$ cat config.mk
export PLATFORM = sky130hd
export DESIGN_NAME = au_issue_unit
export DESIGN_NICKNAME = d
export VERILOG_FILES = /design/src/rtl/au_issue_unit.sv
export SDC_FILE = /design/constraint.sdc
export NUM_CORES = 1
export LEC_CHECK = 0
export BUFFER_PORTS_ARGS = -buffer_cell sky130_fd_sc_hd__buf_2
export CORE_MARGIN = 2
export CORE_UTILIZATION = 60
export CTS_BUF_LIST = sky130_fd_sc_hd__clkbuf_8
export DETAILED_ROUTE_END_ITERATION = 8
export PLACE_DENSITY = 0.84
export SLEW_MARGIN = 15
export SYNTH_ARGS = -nofsm -noshare
export SYNTH_HDL_FRONTEND = slang
export SYNTH_SLANG_ARGS = --single-unit
$ cat constraint.sdc
create_clock -name CLK -period 3.05 [get_ports CLK]
set_input_delay 0.7625 -clock CLK [delete_from_list [all_inputs] [get_ports CLK]]
set_output_delay 0.7625 -clock CLK [all_outputs]
set_load 0.02 [all_outputs]
$ cat src/rtl/au_issue_unit.sv
// au_issue_unit: single-issue sequencer in front of arithmetic_unit.
// Decodes one instruction at a time, gathers operands, issues, waits and writes back.
module au_issue_unit #(
  parameter int TIMEOUT_CYCLES = 16,
  parameter int MEM_ADDR_W     = 8
) (
  input  logic                  CLK,
  input  logic                  RST,
  input  logic [31:0]           INSTR,
  input  logic                  INSTR_VALID,
  output logic                  INSTR_READY,
  output logic                  MEM_REN,
  output logic [MEM_ADDR_W-1:0] MEM_ADDR,
  input  logic [31:0]           MEM_RDATA,
  output logic                  AU_ACT,
  output logic [1:0]            AU_OP_CODE,
  output logic [1:0]            AU_MOVI,
  output logic [31:0]           AU_REG_A,
  output logic [31:0]           AU_REG_B,
  output logic [31:0]           AU_MEM,
  output logic [31:0]           AU_IMM,
  input  logic [31:0]           AU_DATA,
  input  logic                  AU_DATA_VALID,
  output logic                  RES_VALID,
  output logic [31:0]           RES_DATA,
  output logic [2:0]            RES_RD,
  output logic                  BUSY,
  output logic                  ERR
);

  localparam int CNT_W = (TIMEOUT_CYCLES < 2) ? 1 : $clog2(TIMEOUT_CYCLES);
  localparam logic [CNT_W-1:0] CNT_LAST = CNT_W'(TIMEOUT_CYCLES - 1);

  typedef enum logic [2:0] {
    S_IDLE,
    S_MEM_RD,
    S_MEM_WAIT,
    S_ISSUE,
    S_WAIT,
    S_WB
  } state_e;

  state_e            state_q, state_d;
  logic [1:0]        op_q, op_d;
  logic [1:0]        movi_q, movi_d;
  logic [2:0]        rd_q, rd_d;
  logic [31:0]       reg_a_q, reg_a_d;
  logic [31:0]       reg_b_q, reg_b_d;
  logic [31:0]       mem_q, mem_d;
  logic [31:0]       imm_q, imm_d;
  logic [31:0]       res_data_q, res_data_d;
  logic [2:0]        res_rd_q, res_rd_d;
  logic              err_q, err_d;
  logic [CNT_W-1:0]  cnt_q, cnt_d;
  logic [31:0]       rf_q [8];
  logic [31:0]       rf_d [8];

  logic [2:0]        dec_ra;
  logic [2:0]        dec_rb;
  logic [31:0]       rd_a_val;
  logic [31:0]       rd_b_val;
  logic              unused_instr_bits;

  assign dec_ra            = INSTR[24:22];
  assign dec_rb            = INSTR[21:19];
  assign unused_instr_bits = ^INSTR[18:16];

  // R0 is hard-wired to zero regardless of what the array holds.
  always_comb begin
    rd_a_val = (dec_ra == 3'd0) ? 32'd0 : rf_q[dec_ra];
    rd_b_val = (dec_rb == 3'd0) ? 32'd0 : rf_q[dec_rb];
  end

  always_comb begin
    state_d    = state_q;
    op_d       = op_q;
    movi_d     = movi_q;
    rd_d       = rd_q;
    reg_a_d    = reg_a_q;
    reg_b_d    = reg_b_q;
    mem_d      = mem_q;
    imm_d      = imm_q;
    res_data_d = res_data_q;
    res_rd_d   = res_rd_q;
    err_d      = err_q;
    cnt_d      = cnt_q;
    for (int i = 0; i < 8; i++) begin
      rf_d[i] = rf_q[i];
    end

    case (state_q)
      S_IDLE: begin
        if (INSTR_VALID) begin
          op_d    = INSTR[31:30];
          movi_d  = INSTR[29:28];
          rd_d    = INSTR[27:25];
          reg_a_d = rd_a_val;
          reg_b_d = rd_b_val;
          imm_d   = {{16{INSTR[15]}}, INSTR[15:0]};
          state_d = (INSTR[29:28] == 2'b01) ? S_MEM_RD : S_ISSUE;
        end
      end
      S_MEM_RD: begin
        state_d = S_MEM_WAIT;
      end
      S_MEM_WAIT: begin
        mem_d   = MEM_RDATA;
        state_d = S_ISSUE;
      end
      S_ISSUE: begin
        cnt_d   = '0;
        state_d = S_WAIT;
      end
      S_WAIT: begin
        // A late result wins over a timeout landing in the same cycle.
        if (AU_DATA_VALID) begin
          res_data_d = AU_DATA;
          res_rd_d   = rd_q;
          state_d    = S_WB;
        end else if (cnt_q == CNT_LAST) begin
          err_d   = 1'b1;
          state_d = S_IDLE;
        end else begin
          cnt_d = cnt_q + 1'b1;
        end
      end
      S_WB: begin
        if (rd_q != 3'd0) begin
          rf_d[rd_q] = res_data_q;
        end
        state_d = S_IDLE;
      end
      default: begin
        state_d = S_IDLE;
      end
    endcase
  end

  always_ff @(posedge CLK) begin
    if (RST) begin
      state_q    <= S_IDLE;
      op_q       <= '0;
      movi_q     <= '0;
      rd_q       <= '0;
      reg_a_q    <= '0;
      reg_b_q    <= '0;
      mem_q      <= '0;
      imm_q      <= '0;
      res_data_q <= '0;
      res_rd_q   <= '0;
      err_q      <= 1'b0;
      cnt_q      <= '0;
      for (int i = 0; i < 8; i++) begin
        rf_q[i] <= '0;
      end
    end else begin
      state_q    <= state_d;
      op_q       <= op_d;
      movi_q     <= movi_d;
      rd_q       <= rd_d;
      reg_a_q    <= reg_a_d;
      reg_b_q    <= reg_b_d;
      mem_q      <= mem_d;
      imm_q      <= imm_d;
      res_data_q <= res_data_d;
      res_rd_q   <= res_rd_d;
      err_q      <= err_d;
      cnt_q      <= cnt_d;
      for (int i = 0; i < 8; i++) begin
        rf_q[i] <= rf_d[i];
      end
    end
  end

  // Operands come straight from registers so the AU can resample them mid-MUL.
  assign INSTR_READY = (state_q == S_IDLE);
  assign BUSY        = (state_q != S_IDLE);
  assign MEM_REN     = (state_q == S_MEM_RD);
  assign MEM_ADDR    = (state_q == S_MEM_RD) ? imm_q[MEM_ADDR_W-1:0] : '0;
  assign AU_ACT      = (state_q == S_ISSUE);
  assign AU_OP_CODE  = op_q;
  assign AU_MOVI     = movi_q;
  assign AU_REG_A    = reg_a_q;
  assign AU_REG_B    = reg_b_q;
  assign AU_MEM      = mem_q;
  assign AU_IMM      = imm_q;
  assign RES_VALID   = (state_q == S_WB);
  assign RES_DATA    = res_data_q;
  assign RES_RD      = res_rd_q;
  assign ERR         = err_q;

endmodule

======== Word level (Yosys, flattened, before mapping) ========
Memories as Yosys holds them, arrays and structs flattened.
Cells that the tools add are included.
Widths: inputs -> output; s select.
word-level totals
  register bits after elaboration ......... 162
  bits in writable memories ............... 256
  input port bits ......................... 100
  word-level logic and storage cells ...... 76
  memories ................................ 1
memories
  name  depth  bits a word  read ports  clocked after Yosys merged registers in  wr ports  line  text
  rf_q  8      32           10          0                                        8         55    logic [31:0] rf_q [8];
operators by class
  add/sub/neg operators ................... 1
  order comparisons ....................... 2
  equality and inequality tests ........... 11
  muxes and demuxes ....................... 27
  bitwise gates (word level) .............. 10
  reduce and logical (&&, ||, !) cells .... 12
operator list
  cell                 number
  $mux 256             2
  $mux 32              11
  $bwmux 256           1
  $demux 32 s3         1
  $pmux 3 s5           1
  $logic_not 3->1      3
  $mux 3               3
  $mux 4               2
  $mux 8               1
  $or 1x1->1           8
  $pmux 4 s2           1
  $eq 3x2->1 const B   2
  $eq 3x3->1 const B   2
  $ne 2x2->1 const B   3
  $reduce_and 2->1     3
  $reduce_and 3->1     2
  $reduce_bool 3->1    2
  $add 4x1->4 const B  1
  $eq 4x4->1 const B   1
  $ge 4x4->1 const B   1
  $lt 4x1->1 const B   1
  $not 3->4            1
  $eq 3x1->1 const B   1
  $mux 1               3
  6 further kinds      6

======== Depth between registers and ports, before layout ========
Gate-level depths: netlist (run 1).
  depth after elaboration ................. 9
  gate-level depth with buffers ........... 7

======== Worst setup path after synthesis (run 1) ========
OpenSTA, ideal clock, no wires.
  path kind ............................... register to output
  start point ............................. register state_q[0]
  end point ............................... output port MEM_ADDR[0]
  arrival time ............................ 1778 ps
  data required time ...................... 2288 ps
  path slack .............................. 509 ps
  stages on the path, launching flop included .. 5
  path through ............................ dfxtp_1 buf_4 buf_2 nor3b_1 and2_1
on the way
  word-level cells in the longest chain between the ends .. 2
ends and longest elaborated chain
  what                      line  text
  start: declaration        43    state_e state_q, state_d;
  start signal: assignment  157   state_q <= state_d;
  $eq 3x1->1                n/a
  net MEM_REN               12    output logic MEM_REN,
  $mux 8                    179   assign MEM_ADDR = (state_q == S_MEM_RD) ? imm_q[MEM_ADDR_W-1:0] : '0;
  end: declaration          13    output logic [MEM_ADDR_W-1:0] MEM_ADDR,
The timed path passes the listed nets, and every way through them passes these cells.

======== Worst setup path after layout (run 1) ========
  start point ............................. register state_q[1]
  end point ............................... output port MEM_ADDR[4]
on the way
  word-level cells in the longest chain between the ends .. 2
ends and longest elaborated chain
  what        line
  $eq 3x1->1  179
  $mux 8      179
Every way passes these cells.

==> results of run 1 <==
## through the flow
stage | area, µm² | utilization
finish | 20400 | 0.693
global route | 20400 | 0.693
CTS | 20400 | 0.693
detailed placement | 19200 | 0.651
global placement | 19200 | 0.651
floorplan | 17900 | -
## layer usage
| metal | up-vias | global-route usage |
|---|---|---|
| li1 | 7876 | - |
| met1 | 8131 | 0.411 |
| met2 | 1043 | 0.571 |
| met3 | 179 | 0.0696 |
| met4 | 2 | 0.165 |
| met5 | - | 0 |
## state kept, by name (all words and copies together) (netlist names)
signal      cells
RES_RD          3
AU_REG_B       32
state_q         3
AU_IMM         16
rd_q            3
AU_REG_A       32
rf_q          224
AU_OP_CODE      2
cnt_q           4
AU_MEM         32
RES_DATA       32
AU_MOVI         2
ERR             1
## area by class of cell
class / count / area, µm²
diodes: 1 / 2.50
clock buffers: 81 / 1110
clock inverters: 25 / 120
fillers: 2351 / 9050
inverters: 3 / 11.3
multi-input cells: 1456 / 9000
flip-flops and latches: 386 / 7730
well taps: 390 / 488
repair buffers: 326 / 1970
## final timing paths
check	from	end	slack [ps]	cells past startpoint
worst max-delay path	state_q[1]$_SDFFE_PP0P_	MEM_ADDR[4]	170	5
worst min-delay path	AU_DATA[23]	RES_DATA[23]$_SDFFE_PP0P_	390	3
worst max register to register	state_q[2]$_SDFFE_PP0P_	rf_q[4][17]$_SDFFE_PP0P_	590	4
worst min register to register	AU_MEM[29]$_SDFFE_PP0P_	AU_MEM[29]$_SDFFE_PP0P_	450	2
## power breakdown
group	leakage [nW]	switching [mW]	total, mW	internal (mW)
Clock	0.724	1.99	4.41	2.42
Combinational	3.74	1.00	1.44	0.441
Sequential	3.13	0.133	5.34	5.21
## Yosys cell counts, types with 2 or more instances
cell type  count
dfxtp_1      386
a21oi_1      317
nand3_1      228
o21ai_0      224
nand2_1      182
clkbuf_1     163
mux2i_1      123
buf_2         67
nor2_1        66
mux2_2        64
a22oi_1       61
a311oi_1      61
o22a_1        61
buf_4         38
and2_1        10
nand2b_1       8
buf_1          7
nor2b_1        5
nor3b_1        5
and3b_1        4
a2111oi_0      3
inv_1          3
mux4_2         3
nor4_1         3
a211oi_1       2
buf_6          2
nand4bb_1      2
nor3_1         2
nor3b_2        2
nor4bb_1       2
## tightest hold or removal path: cells and delay by family
family / cells / cell delay, ps
buf+inv: 1 / 90
compound gates: 1 / 50
simple gates: 1 / 40
## cells by family (layout without fill, tap and decap cells)
logic type	after synthesis	after routing
other	0	1
AO/OA/AOI/OAI	735	735
AND/OR/NAND/NOR	530	530
flip-flops	386	386
buffers and inverters	280	435
multiplexers	190	190
adder cells (fa/ha/maj)	1	1
==> impl_metrics.toml, run 1 <==
[sta]
max_freq_mhz = 348
setup_violations = 0
worst_slack_ps = 175
final_max_slew_viol_count = 0
finalClockSkew_ps = 24.6
tns_ps = 0
hold_violations = 0
rsz0062_at_grt = "false"
worst_pin_slew_ps = 927
slew_headroom = 0.382
whs_ps = 386
period_needed_ps = 2880
finalCritPeriodShare = 0.943

[floorplanning]
start_util = 0.607
core_area_um2 = 29500
die_y_um = 177
ioPinCount = 281
die-area_um2 = 31200
rows = 63
die_w_um = 177

[cells_and_area]
final_cell_mix = "dfxtp_1 (386), a21oi_1 (317), buf_2 (274)"
final_common_cell = "dfxtp_1"
drive_gt1_frac = 0.221
stdcell_count = 2668
area_delta_synth_final_pct = 14.1
nets = 2334

[clock_tree]
numCtsBuffers = 60
h-tree-depth = 2
cts_buffer_depth = 3
cts_tree = "done"
holdBufCountCts = 0
postCtsSetupBuffers = 0
clk_latency_ps = 610
cts.repair.resized = 0
cts-root-buf = "clkbuf_8"
cts.sinks = 386
clkTransAtPathRegs_ps = 60

[place]
dp_worst_setup_slack_ps = 490
gp_congestion = 0.855
dp_hpwl_um = 32200
portBuffers = 277
place_inst = 2561

[synthesis]
synth_compound_area_frac = 0.243
syn-instance-count = 2122
yosys-mux-area-fraction = 0.113
synth_top_area_frac = 0.431
yosysWarningCount = 0
yosysTopAreaCell = "dfxtp_1"
synth_area_um2 = 17900
ys_top_cells_by_area = "dfxtp_1 (43%), a21oi_1 (8.9%), mux2i_1 (6.9%), nand3_1 (6.4%), o21ai_0 (6.3%)"
syn_nets = 2223
synth_seq_area_share = 0.431
synth_xor_area_frac = 0
syn_area_per_cell_um2 = 8.44
synth_edf_count = 0
synth_top_family_by_area = "compound AO/OA/AOI/OAI gates"
synthSimpleGateAreaFrac = 0.140
async_flop_share = 0
synth_cell_types = 48
synth-adder-area-share = 0.000699
synth-main-ff-cell = "dfxtp_1"
ys_ff_latch = 386

[detailed_routing]
drc_errors = 0
wl_per_cell_um = 20.6
vias = 17200
vias_per_cell = 6.46
drtIter0Drc = 1946
wl_met3_um = 5630
dr.pass1.iters = 6
routed_wl_um = 54900
final_antenna_net_count = 0
met2_length_um = 26100
wl_met1_um = 20900
top_layer = "met5"

[power_and_ir_drop]
powerDensity_nw_per_um2 = 548
power_leakage_nw = 7.59
peakVddDrop_mv = 0.400
power_mw = 11.2

[setup_path]
critPathLaunchType = "flop"
cp_common_cell = "buf_4"
crit_fanout = 12
end_kind = "primary output"
max_stage_delay_ps = 620
critPathTopFamily = "buffers and inverters"
path_class = "reg -> out"
arrival_ps = 2110
path_buf_inv = 3
crit_chain = "buf_4 -> nor3b_1 -> buf_4 -> and2_1 -> buf_2"
slowest_stage = "dfxtp_1"
critPathRequiredTime_ps = 2290

[grt]
gr-usage-all-layers = 0.338
grt_pass1_wl_um = 85500
grt_pass1_vias = 16700
grt_max_degree = 112
grt_antenna_before_repair = 2
grt_overflow = 0

[status]
outcome = "finished clean"

[job]
maxCapViolations = 0

[worst_hold_path]
hold_path.class = "in -> reg"
Note: power is estimated with default switching activity, not from simulation.
==> run 2: changes to the inputs <==
CORE_UTILIZATION = 59   (was 60)
PLACE_DENSITY = 0.83   (was 0.84)
clock period = 3 ns   (was 3.05 ns; I/O delays follow)
==> run 2 against run 1 <==
  * Register-to-register slack better by 330 ps
  * Routed wire length is 0.93% lower
  * Power is 3.6% higher
  * Count of clock-buffer cells in the layout is 1 higher
  * Largest power group unchanged
  * Hold slack better by 9.7 ps
  * Critical path depth is 2 lower
  * Die area is 1.7% higher
  * Design area is 0.30% higher
  * Combinational power hardly changed
  * Global-route usage is 0.67 points lower
  * Final cell count is 0.41% higher
  * Clock skew is 3.4 ps lower
==> impl_metrics.toml, run 2 (same netlist as run 1, synthesis figures left out) <==
[status]
outcome = "finished clean"

[setup_path]
path_class = "reg -> out"
max_stage_delay_ps = 480
crit_chain = "nor3b_2 -> and2_1 -> buf_2"
critPathRequiredTime_ps = 2250
crit_fanout = 9
slowest_stage = "nor3b_2"
arrival_ps = 1810
end_kind = "primary output"
critPathLaunchType = "flop"

[cells_and_area]
drive_gt1_frac = 0.226
n_fill_cell = 2387
final_common_cell = "dfxtp_1"
largest-register = "rf_q"
nets = 2343
area_delta_synth_final_pct = 14.4
largest_register_ff_count = 224
final_cell_mix = "dfxtp_1 (386), a21oi_1 (317), buf_2 (274)"
n_antenna_cell = 0

[floorplanning]
ioPinCount = 281
die_w_um = 178
core_area_um2 = 29800
die_y_um = 178
rows = 63
die-area_um2 = 31800
start_util = 0.601

[job]
maxCapViolations = 0

[grt]
grt_pass1_vias = 16500
grt_overflow = 0
grt_pass1_wl_um = 84700
gr-usage-all-layers = 0.332
grt_max_degree = 105
grt_antenna_before_repair = 2

[power_and_ir_drop]
p_int_mw = 8.29
p_clk_frac = 0.407
powerDensity_nw_per_um2 = 566
peakVddDrop_mv = 0.462
power_frac_seq = 0.467
pwr-share-comb = 0.126
sw_frac_of_total = 0.285
p_sw_mw = 3.30
power_leakage_nw = 7.61
power_mw = 11.6

[detailed_routing]
vias = 17300
wl_per_cell_um = 20.3
final_antenna_net_count = 0
drtIter0Drc = 2275
routed_wl_um = 54400
drc_errors = 0
dr.pass1.iters = 6
vias_per_cell = 6.47

[sta]
period_needed_ps = 2560
finalCritPeriodShare = 0.854
worst_pin_slew_ps = 896
finalClockSkew_ps = 21.2
tns_ps = 0
final_max_slew_viol_count = 0
rsz0062_at_grt = "false"
hold_violations = 0
slew_headroom = 0.403
setup_violations = 0
max_freq_mhz = 390

[clock_tree]
clkTransAtPathRegs_ps = 70
cts.repair.resized = 0
postCtsSetupBuffers = 0
cts.sinks = 386
cts-root-buf = "clkbuf_8"
numCtsBuffers = 66
cts_buffer_depth = 3
h-tree-depth = 3
holdBufCountCts = 0
cts_tree = "done"
clk_latency_ps = 590

[place]
dp_hpwl_um = 31600
gp_congestion = 0.837
portBuffers = 277

[worst_hold_path]
hold_path.class = "in -> reg"
[run 2: changes by cell type in the layout (fill, tap and decap cells not counted), moves of 2 or more]
cell and delta:
buf_4 +6, clkinv_2 +5, clkinvlp_4 +4, buf_12 -3
inv_1 -3, inv_6 +2
[run 2: area by class of cell]
type / instances / area [µm²] / share of cell area
multi-input cells: 1456 / 9000 / 0.439
flip-flops and latches: 386 / 7730 / 0.377
repair buffers: 329 / 1950 / 0.0954
clock buffers: 82 / 1130 / 0.0551
well taps: 390 / 488 / 0.0238
clock inverters: 33 / 181 / 0.00885
inverters: 3 / 11.3 / 0.000549
[run 2: power by group through the flow]
stage	combinational [mW]	sequential, mW	clock [mW]
2_1_floorplan	0.773	5.67	0
3_3_place_gp	1.42	5.51	0
3_5_place_dp	1.44	5.52	0
4_1_cts	1.45	5.41	4.77
5_1_grt	1.56	5.42	5.01
6_report	1.47	5.41	4.72
[run 2: worst paths after layout]
path / from / endpoint / slack, ps / cells past startpoint
worst min register to register: AU_MEM[13]$_SDFFE_PP0P_ / AU_MEM[13]$_SDFFE_PP0P_ / 450 / 2
worst min-delay path: MEM_RDATA[18] / AU_MEM[18]$_SDFFE_PP0P_ / 400 / 3
worst max-delay path: state_q[2]$_SDFFE_PP0P_ / MEM_ADDR[6] / 440 / 3
worst max register to register: rd_q[2]$_SDFFE_PP0P_ / rf_q[3][3]$_SDFFE_PP0P_ / 920 / 4
[run 2: critical path: cells and delay by family (launching register included)]
family,cells,cell delay (ps)
simple gates,2,730
flops,1,320
buf+inv,1,180
[run 2: metrics by stage]
step / utilization / area [µm²] / worst slack [ps] / instances / hold WS (ps)
after floorplan: - / 17900 / 472 / 2122 / 455
after CTS: 0.688 / 20500 / 81.6 / 2679 / 371
after global routing: 0.688 / 20500 / 379 / 2679 / 390
after detailed placement: 0.644 / 19200 / 653 / 2564 / 443
after global placement: 0.644 / 19200 / 745 / 2564 / 440
final: 0.688 / 20500 / 437 / 2679 / 396
[run 2: metal layers]
| layer | vias to the layer above | GRT usage | wire length [µm] |
|---|---|---|---|
| li1 | 7892 | - | - |
| met1 | 8171 | 0.421 | 21100 |
| met2 | 1072 | 0.551 | 25600 |
| met3 | 183 | 0.0633 | 5760 |
| met4 | 2 | 0.145 | 1970 |
| met5 | - | 0 | 11 |
